`src/rtl/adda_stream.sv`:
```
// adda_stream: sample engine for the ULX3S J2 AD/DA add-on.
// Derives the ADC/DAC sample clocks from the system clock with a runtime
// divider, pushes ADC samples into a first-word-fall-through FIFO with a
// sticky overflow flag, and drives the DAC from loopback, ramp, constant
// or idle sources.
// Optional feature: define ADDA_DECIM_EN to average every 4 captures into
// a single FIFO entry (loopback still uses raw samples).
module adda_stream #(
  parameter int DATA_W  = 8,
  parameter int DIV_W   = 8,
  parameter int FIFO_AW = 4
) (
  input  logic                 i_clk,
  input  logic                 i_rst_n,
  input  logic                 i_enable,
  input  logic [DIV_W-1:0]     i_div,
  input  logic [1:0]           i_mode,
  input  logic [DATA_W-1:0]    i_const,
  output logic                 o_J2_AD_CLK,
  input  logic [DATA_W-1:0]    i_J2_AD_PORT,
  output logic                 o_J2_DA_CLK,
  output logic [DATA_W-1:0]    o_J2_DA_PORT,
  output logic [DATA_W-1:0]    o_rd_data,
  output logic                 o_rd_valid,
  input  logic                 i_rd_ready,
  output logic [FIFO_AW:0]     o_level,
  output logic                 o_overflow,
  input  logic                 i_clr_ovf
);

  localparam int DEPTH = 1 << FIFO_AW;

  localparam logic [1:0] MODE_LOOP  = 2'b00;
  localparam logic [1:0] MODE_RAMP  = 2'b01;
  localparam logic [1:0] MODE_CONST = 2'b10;

  localparam logic [DATA_W-1:0] MID_SCALE = {1'b1, {(DATA_W-1){1'b0}}};

  // ---------------------------------------------------------------------
  // Sample timing
  // ---------------------------------------------------------------------
  logic [DIV_W-1:0] d_eff;
  logic [DIV_W:0]   half;
  logic [DIV_W-1:0] cnt_reg;
  logic [DIV_W-1:0] cnt_next;
  logic             clk_next;
  logic             ad_clk_reg;
  logic             da_clk_reg;
  logic             strobe;

  // A divider of 0 behaves as 1 so the period never collapses to a single cycle.
  assign d_eff    = (i_div == '0) ? DIV_W'(1) : i_div;
  assign half     = ({1'b0, d_eff} + (DIV_W+1)'(1)) >> 1;
  assign strobe   = i_enable && (cnt_reg == '0);

  // Phase counter next value; the >= compare also catches D shrinking mid-period.
  always_comb begin
    cnt_next = '0;
    if (i_enable && (cnt_reg < d_eff)) begin
      cnt_next = cnt_reg + DIV_W'(1);
    end
  end

  // Clocks are computed from the next phase so the registered level matches cnt.
  assign clk_next = i_enable && ({1'b0, cnt_next} >= half);

  // Phase counter and the two registered J2 sample clocks.
  always_ff @(posedge i_clk or negedge i_rst_n) begin
    if (!i_rst_n) begin
      cnt_reg    <= '0;
      ad_clk_reg <= 1'b0;
      da_clk_reg <= 1'b0;
    end else begin
      cnt_reg    <= cnt_next;
      ad_clk_reg <= clk_next;
      da_clk_reg <= clk_next;
    end
  end

  assign o_J2_AD_CLK = ad_clk_reg;
  assign o_J2_DA_CLK = da_clk_reg;

  // ---------------------------------------------------------------------
  // Capture path (raw or decimated)
  // ---------------------------------------------------------------------
  logic              wr_req;
  logic [DATA_W-1:0] wr_data;

`ifdef ADDA_DECIM_EN
  logic [1:0]        cap_cnt_reg;
  logic [DATA_W+1:0] acc_reg;
  logic [DATA_W+1:0] sum;

  assign sum     = acc_reg + {2'b00, i_J2_AD_PORT};
  assign wr_req  = strobe && (cap_cnt_reg == 2'd3);
  assign wr_data = sum[DATA_W+1:2];

  // Accumulate four captures; the fourth emits the truncated mean and restarts.
  always_ff @(posedge i_clk or negedge i_rst_n) begin
    if (!i_rst_n) begin
      cap_cnt_reg <= '0;
      acc_reg     <= '0;
    end else if (!i_enable) begin
      cap_cnt_reg <= '0;
      acc_reg     <= '0;
    end else if (strobe) begin
      cap_cnt_reg <= cap_cnt_reg + 2'd1;
      acc_reg     <= (cap_cnt_reg == 2'd3) ? '0 : sum;
    end
  end
`else
  assign wr_req  = strobe;
  assign wr_data = i_J2_AD_PORT;
`endif

  // ---------------------------------------------------------------------
  // First-word-fall-through FIFO
  // ---------------------------------------------------------------------
  logic [DATA_W-1:0]  mem [DEPTH];
  logic [FIFO_AW-1:0] wr_ptr_reg;
  logic [FIFO_AW-1:0] rd_ptr_reg;
  logic [FIFO_AW:0]   level_reg;
  logic               ovf_reg;
  logic               full;
  logic               pop;
  logic               push;
  logic               ovf_set;

  // Level never exceeds DEPTH, so its top bit alone means full.
  assign full    = level_reg[FIFO_AW];
  assign pop     = o_rd_valid && i_rd_ready;
  assign push    = wr_req && (!full || pop);
  assign ovf_set = wr_req && full && !pop;

  // Sample storage; contents need no reset because level gates visibility.
  always_ff @(posedge i_clk) begin
    if (push) begin
      mem[wr_ptr_reg] <= wr_data;
    end
  end

  // Pointers, occupancy and the sticky overflow flag (set beats clear).
  always_ff @(posedge i_clk or negedge i_rst_n) begin
    if (!i_rst_n) begin
      wr_ptr_reg <= '0;
      rd_ptr_reg <= '0;
      level_reg  <= '0;
      ovf_reg    <= 1'b0;
    end else begin
      if (push) begin
        wr_ptr_reg <= wr_ptr_reg + FIFO_AW'(1);
      end
      if (pop) begin
        rd_ptr_reg <= rd_ptr_reg + FIFO_AW'(1);
      end
      if (push && !pop) begin
        level_reg <= level_reg + (FIFO_AW+1)'(1);
      end else if (pop && !push) begin
        level_reg <= level_reg - (FIFO_AW+1)'(1);
      end
      if (ovf_set) begin
        ovf_reg <= 1'b1;
      end else if (i_clr_ovf) begin
        ovf_reg <= 1'b0;
      end
    end
  end

  assign o_rd_valid = (level_reg != '0);
  assign o_rd_data  = mem[rd_ptr_reg];
  assign o_level    = level_reg;
  assign o_overflow = ovf_reg;

  // ---------------------------------------------------------------------
  // DAC source
  // ---------------------------------------------------------------------
  logic [DATA_W-1:0] ramp_reg;
  logic [DATA_W-1:0] da_reg;

  // DAC value and ramp only move on a strobe; mode/const are sampled there.
  always_ff @(posedge i_clk or negedge i_rst_n) begin
    if (!i_rst_n) begin
      ramp_reg <= '0;
      da_reg   <= MID_SCALE;
    end else if (strobe) begin
      case (i_mode)
        MODE_LOOP:  da_reg <= i_J2_AD_PORT;
        MODE_RAMP: begin
          da_reg   <= ramp_reg;
          ramp_reg <= ramp_reg + DATA_W'(1);
        end
        MODE_CONST: da_reg <= i_const;
        default:    da_reg <= MID_SCALE;
      endcase
    end
  end

  assign o_J2_DA_PORT = da_reg;

endmodule

```
`config.mk`:
```
export PLATFORM = sky130hd
export DESIGN_NAME = adda_stream
export DESIGN_NICKNAME = d
export VERILOG_FILES = /design/src/rtl/adda_stream.sv
export SDC_FILE = /design/constraint.sdc
export NUM_CORES = 1
export LEC_CHECK = 0
export CORE_MARGIN = 10
export CORE_UTILIZATION = 35
export DETAILED_ROUTE_END_ITERATION = 12
export PLACE_DENSITY = 0.49
export SYNTH_ARGS = -nofsm -noshare
export SYNTH_HDL_FRONTEND = slang
export SYNTH_SLANG_ARGS = --single-unit
```
`constraint.sdc`:
```
create_clock -name i_clk -period 4.9 [get_ports i_clk]
set_input_delay 1.225 -clock i_clk [delete_from_list [all_inputs] [get_ports i_clk]]
set_output_delay 1.225 -clock i_clk [all_outputs]
set_load 0.05 [all_outputs]
```
Yosys cells after proc, flatten, opt, wreduce, memory -nomap -nowiden:

Memory sizes are Yosys's and may differ from the RTL's.
Cells that the tools add are included.

* bits in registers: 39
* latch bits: 0
* RAM bits: 128
* ROM bits: 0
* bits of input ports: 31
* memories kept: 1

Memories
* mem: depth 16, bits a word 8, read ports 1, clocked after memory_dff 0, wr ports 1, RTL line 119 `logic [DATA_W-1:0] mem [DEPTH];`

* add/subtract/negate cells: 7
* $mul: 0
* div/mod/pow operators: 0
* order comparisons: 2
* equality and inequality tests: 2
* shift-type cells: 0
* multiplexer cells: 9
* bitwise logic cells: 0
* reduce and logical (&&, ||, !) cells: 20

Operators with widths (count)
* case mux 8 bit (3 select lines): 1
* adder 8 x 1 -> 8 bit (second input constant): 2
* zero test 8 bit: 2
* two-way mux 8 bit: 2
* two-way mux 5 bit: 2
* adder 8 x 1 -> 9 bit (second input constant): 1
* logical AND 1 bit: 9
* adder 4 x 1 -> 4 bit (second input constant): 2
* greater-or-equal comparator 8 bit: 1
* < comparator 8 bit: 1
* adder 5 x 1 -> 5 bit (second input constant): 1
* nonzero test 5 bit: 1
* subtractor 5 x 1 -> 5 bit (second input constant): 1
* two-way mux 1 bit: 4
* nonzero test 2 bit: 2
* zero test 1 bit: 3
* == test 2 x 1 -> 1 bit (second input constant): 1
* == test 2 bit (second input constant): 1
* zero test 2 bit: 1
* AND reduction 2 bit: 1
* logical OR 1 bit: 1

Logic depth before layout (Yosys ltp):

* depth in word-level cells: 8
* gate-level depth with buffers: 12
* mapped depth without buffers: 12

Least setup slack after synthesis:

No wires, ideal clock.

* path kind: input -> register
* start: in i_div[5]
* end: reg da_clk_reg (netlist: o_J2_DA_CLK)
* arrival time: 3.254 ns
* path slack: 1.515 ns
* stages: 11
* path through: inv_1 ha_1 a211oi_1 o21ai_1 o22ai_4 nand2_1 ha_1 nand2b_1 a211o_1 o2111ai_1 a31oi_1

* longest elaborated chain between the ends: 7
* elaborated cells between the ends (all ways): 8

Ends and longest elaborated chain
* start: declaration: RTL line 16 `input logic [DIV_W-1:0] i_div,`
* zero test 8 bit: RTL line 52 `assign d_eff = (i_div == '0) ? DIV_W'(1) : i_div;`
* two-way mux 8 bit *: RTL line 52
* < comparator 8 bit: RTL line 59 `if (i_enable && (cnt_reg < d_eff)) begin`
* logical AND 1 bit: RTL line 59
* two-way mux 8 bit: RTL line 59
* greater-or-equal comparator 8 bit *: RTL line 65 `assign clk_next = i_enable && ({1'b0, cnt_next} >= half);`
* logical AND 1 bit *: RTL line 65
* via clk_next: RTL line 46 `logic clk_next;`
* end signal: assignment: RTL line 76 `da_clk_reg <= clk_next;`
* end: declaration: RTL line 48 `logic da_clk_reg;`

The timed path passes the listed nets; every way through them passes the cells marked *.
A chain may end at the register's enable or synchronous reset.

Worst setup path after layout:

* start: reg rd_ptr_reg[1]
* end: out o_rd_data[7]

* longest elaborated chain between the ends: 1

Ends and longest elaborated chain
* start: declaration: RTL line 121 `logic [FIFO_AW-1:0] rd_ptr_reg;`
* start signal: assignment: RTL line 154 `rd_ptr_reg <= rd_ptr_reg + FIFO_AW'(1);`
* memory (16 x 8 bit)
* end: declaration: RTL line 23 `output logic [DATA_W-1:0] o_rd_data,`

No other way between the ends.

==> impl_metrics.csv <==
group,metric,value,unit
critical_path,timing.rr.start,"cnt_reg[0]",
floorplan,die_w,166,um
critical_path,worstRegToRegCells,11,
timing,hold_viol,0,
final_layout,top_register,"mem",
timing,tns,0,ps
critical_path,worstSetupEndpointType,"output port",
clock_network,postCtsSetupBuffers,0,
status,status,"complete, no violations",
timing,slew_headroom,36.6,%
detailed_routing,vias,4119,
detailed_routing,first_pass_iters,4,
global_routing,grt_pass1_wl,26100,um
place,place_area,8310,um2
final_layout,multi_input_area,2500,um2
timing,post-route-period-util,86.2,%
clock_network,cts_root_buffer,"clkbuf_16",
timing,worstMarginPinSlew,951,ps
clock_network,htree_levels,4,
place,gp_congestion,0.793,
clock_network,cts.sinks,167,
floorplan,die-area,27600,um2
final_layout,fillers,1919,
clock_network,cts_buffers,17,
final_layout,final_area,8870,um2
global_routing,grt_max_degree,40,
final_layout,largest_reg_flops,128,
synth,synth_area,7480,um2
min_path,holdPathStages,2,
synth,ys_seq_area_share,64.5,%
timing,rsz0062_at_grt,"no",
pwr,vdd_drop_max,0.217,mV
synth,synth_area_per_cell,15.7,um2
floorplan,row_count,53,
floorplan,pin_count,56,
synth,synthesis.nets,535,
timing,fin_skew,11.1,ps
clock_network,postCtsHoldBufs,0,
floorplan,initial_core_util,35.6,%
place,io_buffers,55,
detailed_routing,drc,0,
synth,synthFlopType,"edfxtp_1",
final_layout,final_cell_mix,"edfxtp_1 (128), clkdlybuf4s50_1 (54), dfrtp_1 (36)",
final_layout,layout.cells.non_filler,823,
flow_run,cap_violations,0,
critical_path,worst-setup-path-type,"flop to output port",
global_routing,grt_pass1_vias,4514,
place,dp_hpwl,11600,um
timing,setup_viol_count_final,0,
clock_network,clock_latency,430,ps
critical_path,startpoint_type,"flop",
detailed_routing,drt_iter0_markers,210,
final_layout,seq_area,4820,um2
synth,synth_edf_count,128,
pwr,power_per_cell_area,563,nW/um2
final_layout,areaGrowthSynthToFinish,18.6,%
timing,timing.final.max_slew_violations,0,
synth,async_reset_ff_share,23.4,%
min_path,min_path_type,"flop to flop",
pwr,leakagePower,3.22,nW
critical_path,crit_chain,"mux4_2 -> a22oi_1 -> nand2_1 -> clkdlybuf4s50_1",
floorplan,coreArea,21000,um2
synth,syn_inst,476,
clock_network,cts-resized-gates,0,
critical_path,crit_buf_inv,1,
synth,yosysWarnings,0,
timing,holdWs,470,ps
detailed_routing,routed_wl,16300,um
critical_path,worst_path_max_delay_cell,"dfrtp_2",
clock_network,clk_pin_slew_worst_paths,70,ps
detailed_routing,routedWlPerCell,19.8,um
critical_path,worstPathRequired,3670,ps
timing,fmax,0.237,GHz
min_path,hold_end,"o_J2_DA_PORT[7]",
floorplan,die_y,166,um
final_layout,final_common_cell,"edfxtp_1",
timing,fin_crit,4220,ps
synth,synth_cell_types,52,
final_layout,antenna_cells,0,
critical_path,r2r-end,"o_level[4]",
global_routing,grtUsageTotal,12.1,%
clock_network,clockBufferDepth,2,
global_routing,antenna_found_initial,0,
global_routing,grt-ovfl-total,0,
critical_path,slowest_delay,990,ps
critical_path,arrival,3000,ps
place,dp.cells,791,
clock_network,cts_tree,"yes",
final_layout,final_nets,594,
detailed_routing,antenna_left,0,
synth,ys_ff_latch,167,
critical_path,r2r_setup_slack,1870,ps
critical_path,critPathTopFamily,"flip-flops",
min_path,min_from,"o_J2_DA_PORT[7]",
detailed_routing,viasPerCell,5.00,
critical_path,path_max_fanout,35,
final_layout,drive_gt1_share,16.1,%
-- synthesized netlist by cell type (2+ instances only) --
cell      number  share of area [%]
a211oi_1       3               0.30
a21o_1         3               0.30
a21oi_1       11               0.74
a22oi_1       16                1.6
and2_1        25                2.1
and3_1         5               0.42
buf_2          8               0.54
buf_4          2               0.20
clkbuf_1       7               0.35
dfrtp_1       38                 13
edfxtp_1     128                 51
ha_1          27                4.5
inv_1         15               0.75
mux2_1         2               0.30
mux2_2         2               0.30
mux2i_1        8                1.1
mux4_2        32                9.6
nand2_1       34                1.7
nand2b_1       3               0.25
nand3_1        4               0.27
nand4_1        6               0.50
nor2_1        14               0.70
nor2b_1        4               0.33
nor3_1         7               0.47
nor3_2         2               0.27
nor3b_2        2               0.33
o21ai_0        6               0.40
o21ai_1       10               0.67
o22ai_1        2               0.17
or4_4          2               0.30
xnor2_1       17                2.0
xor2_1        11                1.3
-- how the worst max path moves through the flow --
stage,depth (start not counted),start,end
final,4,rd_ptr_reg[1],o_rd_data[7]
after global placement,12,i_div[5],o_J2_DA_CLK
after floorplan,11,i_div[5],o_J2_DA_CLK
after detailed placement,12,i_div[5],o_J2_DA_CLK
after global routing,4,rd_ptr_reg[1],o_rd_data[1]
after CTS,4,rd_ptr_reg[1],o_rd_data[7]
-- layer usage --
metal / up-vias / global-route usage, % / part of all wire (%)
met4: 0 / 3.70 / 1.1
met1: 2089 / 14.9 / 44
met3: 17 / 2.72 / 3.9
li1: 1941 / - / -
met2: 72 / 20.6 / 51
met5: - / 0 / 0
-- power by group --
part	internal, mW	switching, mW
clock	0.696	0.556
sequential	1.69	0.210
combinational	0.767	1.08
total	3.15	1.84
-- cell families after synthesis --
logic type      after synthesis  share of synthesized area (%)
mux                          44                           11.3
simple gates                114                           8.38
buf+inv                      35                           2.09
flops                       167                           64.5
xor+xnor                     28                           3.28
fa+ha+maj                    28                           4.79
compound gates               60                           5.66
-- worst register-to-register path, cell delays in order (launching register included) --
cell,delay [ps]
dfrtp_1,470
inv_1,140
ha_1,160
and4bb_2,270
nand3_2,150
inv_2,160
ha_1,240
inv_1,150
fa_1,420
a21o_1,200
a2111oi_0,420
o31ai_1,140
-- layout make-up --
class	instances	area share [%]
well taps	275	3.88
inverters	16	0.677
clock buffers	19	5.23
repair buffers	59	6.63
flip-flops and latches	167	54.4
clock inverters	13	1.00
multi-input cells	274	28.2
-- metrics by stage --
step	power [mW]	util (%)	setup slack (ps)
2_1_floorplan	3.20	-	1510
3_3_place_gp	3.80	39.6	768
3_5_place_dp	3.82	39.6	698
4_1_cts	5.07	42.2	641
5_1_grt	5.28	42.2	532
6_report	5.00	42.2	675
Power figures use the tool's default switching activity.
